<file path="src/rtl/nibble_pkg.sv">
// Shared constants and FSM state type for the nibble assembler.
package nibble_pkg;

  localparam int LANES      = 4;
  localparam int FIFO_DEPTH = 4;
  localparam int LANE_W     = 32;
  localparam int NIBBLE_W   = 4;
  localparam int HALF_W     = LANES * NIBBLE_W;
  localparam int WORD_W     = 2 * HALF_W;
  localparam int PTR_W      = 2;
  localparam int CNT_W      = 3;

  typedef enum logic {
    LOW  = 1'b0,
    HIGH = 1'b1
  } asm_state_e;

endpackage

</file>
<file path="src/rtl/nibble_fifo.sv">
// Four-entry, 32-bit FIFO with a combinational head and an occupancy count.
module nibble_fifo
  import nibble_pkg::*;
(
  input  logic              clk,
  input  logic              reset_L,
  input  logic              push,
  input  logic [WORD_W-1:0] push_data,
  input  logic              pop,
  output logic [WORD_W-1:0] head_data,
  output logic [CNT_W-1:0]  count
);

  logic [WORD_W-1:0] mem_q [FIFO_DEPTH];
  logic [PTR_W-1:0]  wr_ptr_q, wr_ptr_d;
  logic [PTR_W-1:0]  rd_ptr_q, rd_ptr_d;
  logic [CNT_W-1:0]  count_q, count_d;
  logic              do_push, do_pop;

  // Guard against overflow/underflow even if the parent misbehaves.
  assign do_push = push && (count_q != CNT_W'(FIFO_DEPTH));
  assign do_pop  = pop && (count_q != '0);

  always_comb begin
    wr_ptr_d = wr_ptr_q;
    rd_ptr_d = rd_ptr_q;
    count_d  = count_q;
    if (do_push) wr_ptr_d = wr_ptr_q + 1'b1;
    if (do_pop)  rd_ptr_d = rd_ptr_q + 1'b1;
    if (do_push && !do_pop)      count_d = count_q + 1'b1;
    else if (!do_push && do_pop) count_d = count_q - 1'b1;
  end

  always_ff @(posedge clk or negedge reset_L) begin
    if (!reset_L) begin
      wr_ptr_q <= '0;
      rd_ptr_q <= '0;
      count_q  <= '0;
      for (int i = 0; i < FIFO_DEPTH; i++) mem_q[i] <= '0;
    end else begin
      wr_ptr_q <= wr_ptr_d;
      rd_ptr_q <= rd_ptr_d;
      count_q  <= count_d;
      if (do_push) mem_q[wr_ptr_q] <= push_data;
    end
  end

  assign head_data = mem_q[rd_ptr_q];
  assign count     = count_q;

endmodule

</file>
<file path="src/rtl/nibble_assembler.sv">
// Packs pairs of 4-lane nibble sets into 32-bit words and queues them in a FIFO.
// Optional sticky lane-overflow flag err_out when NIBBLE_ASM_ERR_EN is defined.
module nibble_assembler
  import nibble_pkg::*;
(
  input  logic                          clk,
  input  logic                          reset_L,
  input  logic [LANES-1:0][LANE_W-1:0]  NIBBLE_IN,
  input  logic                          in_valid,
  output logic                          in_ready,
  input  logic                          flush,
  output logic [WORD_W-1:0]             word_out,
  output logic                          out_valid,
  input  logic                          out_ready,
  output logic [CNT_W-1:0]              fifo_count
`ifdef NIBBLE_ASM_ERR_EN
  ,
  output logic                          err_out
`endif
);

  asm_state_e        state_q;
  logic [HALF_W-1:0] hold_q;
  logic [HALF_W-1:0] half_word;
  logic [LANES-1:0]  lane_overflow;
  logic              fifo_full, accept, flush_push, push, pop;
  logic [WORD_W-1:0] push_data;

  genvar gi;
  generate
    for (gi = 0; gi < LANES; gi++) begin : g_lane
      assign half_word[gi*NIBBLE_W +: NIBBLE_W] = NIBBLE_IN[gi][NIBBLE_W-1:0];
      assign lane_overflow[gi] = |NIBBLE_IN[gi][LANE_W-1:NIBBLE_W];
    end
  endgenerate

  assign fifo_full  = (fifo_count == CNT_W'(FIFO_DEPTH));
  // In LOW an accept only loads the hold register, so a full FIFO need not stall it.
  assign in_ready   = !flush && ((state_q == LOW) || !fifo_full);
  assign accept     = in_valid && in_ready;
  assign flush_push = flush && (state_q == HIGH) && !fifo_full;
  assign push       = (accept && (state_q == HIGH)) || flush_push;
  assign push_data  = flush_push ? {{HALF_W{1'b0}}, hold_q} : {half_word, hold_q};
  assign out_valid  = (fifo_count != '0);
  assign pop        = out_valid && out_ready;

  always_ff @(posedge clk or negedge reset_L) begin
    if (!reset_L) begin
      state_q <= LOW;
      hold_q  <= '0;
    end else begin
      case (state_q)
        LOW: begin
          if (accept) begin
            hold_q  <= half_word;
            state_q <= HIGH;
          end
        end
        HIGH: begin
          if (accept || flush_push) state_q <= LOW;
        end
        default: state_q <= LOW;
      endcase
    end
  end

`ifdef NIBBLE_ASM_ERR_EN
  logic err_q;

  always_ff @(posedge clk or negedge reset_L) begin
    if (!reset_L)                     err_q <= 1'b0;
    else if (accept && |lane_overflow) err_q <= 1'b1;
  end

  assign err_out = err_q;
`else
  logic unused_lane_overflow;
  assign unused_lane_overflow = |lane_overflow;
`endif

  nibble_fifo u_fifo (
    .clk       (clk),
    .reset_L   (reset_L),
    .push      (push),
    .push_data (push_data),
    .pop       (pop),
    .head_data (word_out),
    .count     (fifo_count)
  );

endmodule
</file>
<file path="config.mk">
export PLATFORM = sky130hd
export DESIGN_NAME = nibble_assembler
export DESIGN_NICKNAME = d
export VERILOG_FILES = /design/src/rtl/nibble_pkg.sv /design/src/rtl/nibble_fifo.sv /design/src/rtl/nibble_assembler.sv
export SDC_FILE = /design/constraint.sdc
export NUM_CORES = 1
export LEC_CHECK = 0
export ABC_AREA = 1
export CELL_PAD_IN_SITES_DETAIL_PLACEMENT = 1
export CELL_PAD_IN_SITES_GLOBAL_PLACEMENT = 1
export CORE_MARGIN = 2
export CORE_UTILIZATION = 33
export CTS_BUF_LIST = sky130_fd_sc_hd__clkbuf_4
export DETAILED_ROUTE_END_ITERATION = 12
export GPL_TIMING_DRIVEN = 0
export PLACE_DENSITY_LB_ADDON = 0.2
export SLEW_MARGIN = 10
export SYNTH_ARGS = -nofsm -noshare
export SYNTH_HDL_FRONTEND = slang
export SYNTH_SLANG_ARGS = --single-unit
export TNS_END_PERCENT = 5
</file>
<file path="constraint.sdc">
create_clock -name clk -period 3.8 [get_ports clk]
set_input_delay 0.76 -clock clk [delete_from_list [all_inputs] [get_ports clk]]
set_output_delay 0.76 -clock clk [all_outputs]
set_load 0.005 [all_outputs]
</file>
==> reports/qor.csv <==
stage,metric,value,unit
status,status,completed,
synthesis,Seq cells post-synth,152,
power_and_ir_drop,pwr dens,897,nW/um^2
die,Starting Density,33.7,%
worst_setup_path,Crit. End Element,primary output,
worst_setup_path,crit path kind,register to primary output,
die,Die Span X,151,um
synthesis,Cells after Synth,820,
placed_design,gp weighted congestion,0.764,
timing,Rel. slew slack,51.5,%
final_layout,most frequent cells in the layout,"282 x nand2_1, 152 x dfrtp_1, 131 x o21ai_0",
timing,Final Slew Violations,0,
grt,initial antenna violation count,1,
cts,Clock Tree Root,clkbuf_4,
synthesis,mean post-synth cell area,8.66,sq um
worst_setup_path,Critical Path AT,2.88,ns
final_layout,Layout fillers,2553,
timing,RSZ-0062 raised after global routing,no,
synthesis,synth unique cells,28,
synthesis,Post-Syn Area,7100,sq um
worst_setup_path,CP peak stage delay,0.56,ns
grt,GRT Total Usage,21.1,%
cts,# hold bufs at CTS,0,
die,Die H,151,um
synthesis,Synth warnings,0,
timing,Final Cycle Share,95.9,%
placed_design,Inst Count DP,1153,
final_layout,Post-Route Utilization,39.6,%
power_and_ir_drop,Pwr Total,7.48,mW
drt,DR iter-0 viols,323,
timing,clock skew,0.0190,ns
drt,"antenna viol nets, final",0,
final_layout,Register Area,3800,sq um
synthesis,"Seq/Total Area, Yosys",53.5,%
grt,vias in the first global route,6017,
die,die area,22700,sq um
drt,vias per cell,4.91,
drt,DR pass1 iterations,4,
final_layout,post-route insts no fill,1185,
timing,Hold Fails Final Rpt,0,
timing,fin crit period,3.64,ns
worst_setup_path,crit-path cells,"inv_1, clkbuf_1, o21ai_0, o22ai_1, clkdlybuf4s50_1",
worst_setup_path,Required @ worst endpoint,3.04,ns
grt,first-pass GRT wire length,35600,um
die,# rows,53,
power_and_ir_drop,peak supply drop,0.275,mV
timing,setup TNS,0,ns
final_layout,layout cells sized above 1,10.1,%
drt,DR vias,5813,
die,Ports,170,
cts,Clock Latency Late Sink,0.58,ns
job,Max-cap violations,0,
cts,TritonCTS clock tree,built,
drt,drt wl/cell,19.2,um
placed_design,Placement Cell Area,8050,sq um
cts,clock buffer count from CTS,17,
grt,largest net degree at the start of global routing,100,
cts,"Setup Fix Bufs, Post-CTS",0,
drt,# DRC,0,
timing,hold slack,0.0864,ns
cts,Sink Count,152,
final_layout,area of the multi-input gates,2790,sq um
timing,final setup violating endpoints,0,
cts,CTS H-tree depth,4,
worst_setup_path,CP max-delay cell,clkdlybuf4s50_1,
final_layout,"most common cell after layout, fill and taps aside",nand2_1,
worst_setup_path,critical path startpoint category,register,
timing,worst-margin pin slew,0.728,ns
synthesis,syn nets,959,
grt,global route total overflow,0,
placed_design,dpl hpwl,15400,um
final_layout,nets@finish,1036,
die,core footprint,21100,sq um
cts,register clock-pin slew on the reported worst setup and hold paths,0.13,ns
final_layout,post-route cell area,8340,sq um
timing,Max Freq,0.275,GHz
cts,clock buffer depth,2,
placed_design,IO Port Bufs,57,
drt,drt total wl,22700,um
power_and_ir_drop,Pleak,4.03,nW
placed_design,Place WS,0.804,ns
worst_setup_path,largest fanout on the critical path,10,
timing,setup ws final,0.158,ns
cts,post-CTS sizing,0,
worst_hold_path,Hold Crit Class,primary input to asynchronous set/reset pin,
final_layout,Synth-to-Final Area Change,17.5,%
==> cells in the mapped netlist (all sizes together) <==
| cell type | number | share of area [%] |
|---|---|---|
| buf | 30 | 3.5 |
| ha | 5 | 0.88 |
| clkbuf | 20 | 1.1 |
| inv | 49 | 2.6 |
| dfrtp | 152 | 54 |
| nand3 | 6 | 0.92 |
| a21oi | 17 | 2.6 |
| fa | 1 | 0.28 |
| nand2 | 284 | 15 |
| nor2 | 72 | 5.1 |
| o21ai | 147 | 11 |
| o22ai | 32 | 2.8 |
| xor2 | 3 | 0.37 |
| nand4 | 1 | 0.088 |
| xnor2 | 1 | 0.12 |
==> worst max-delay path, delay by kind of cell, from the launching register on <==
kind	cells	cell delay (ns)
compound gates	2	0.44
flops	1	0.55
buf+inv	3	1.33
==> final cells by class <==
cell class | count | share of cell area (%)
timing repair buffer | 58 | 7.23
multi-input combinational | 569 | 33.5
tap | 275 | 4.12
clock buffer | 18 | 1.62
inverter | 49 | 2.20
buffer | 50 | 3.87
sequential | 152 | 45.6
antenna | 1 | 0.0300
clock inverter | 13 | 1.87
==> where the power goes <==
part | total (mW) | switching, mW | internal, mW
Clock | 1.07 | 0.620 | 0.455
Sequential | 2.74 | 0.423 | 2.31
Combinational | 3.67 | 2.16 | 1.51
==> flip-flops by register name, summed over array words and instances (netlist names) <==
register / cells
u_fifo.mem_q: 128
u_fifo.wr_ptr_q: 2
u_fifo.rd_ptr_q: 2
u_fifo.count: 3
hold_q: 16
state_q: 1
==> path summary, 6_finish.rpt <==
check	endpoint	from	slack (ns)	cells past startpoint
worst min register to register	u_fifo.mem_q[83]	u_fifo.mem_q[83]	0.49	2
worst max-delay path	word_out[1]	u_fifo.rd_ptr_q[1]	0.16	5
worst min-delay path	u_fifo.mem_q[109]	reset_L	0.09	1
worst max register to register	u_fifo.count[2]	state_q	1.75	11
max in group asynchronous	u_fifo.mem_q[125]	reset_L	2.87	2
min in group clk	u_fifo.mem_q[83]	u_fifo.mem_q[83]	0.49	2
==> routing by layer <==
metal / routed length (um) / global-route usage [%] / share of wire (%)
met2: 10800 / 34.4 / 47
met5: 0 / 0 / 0
met1: 11200 / 29.7 / 49
met3: 461 / 2.64 / 2.0
met4: 302 / 5.79 / 1.3
==> cells by family after synthesis <==
family / synth area share, %
AO/OA/AOI/OAI: 16.2
XOR/XNOR: 0.493
adder cells (fa/ha/maj): 1.16
buffers and inverters: 7.13
flip-flops: 53.5
AND/OR/NAND/NOR: 21.4
No activity file was read; power rests on OpenSTA's default activity.
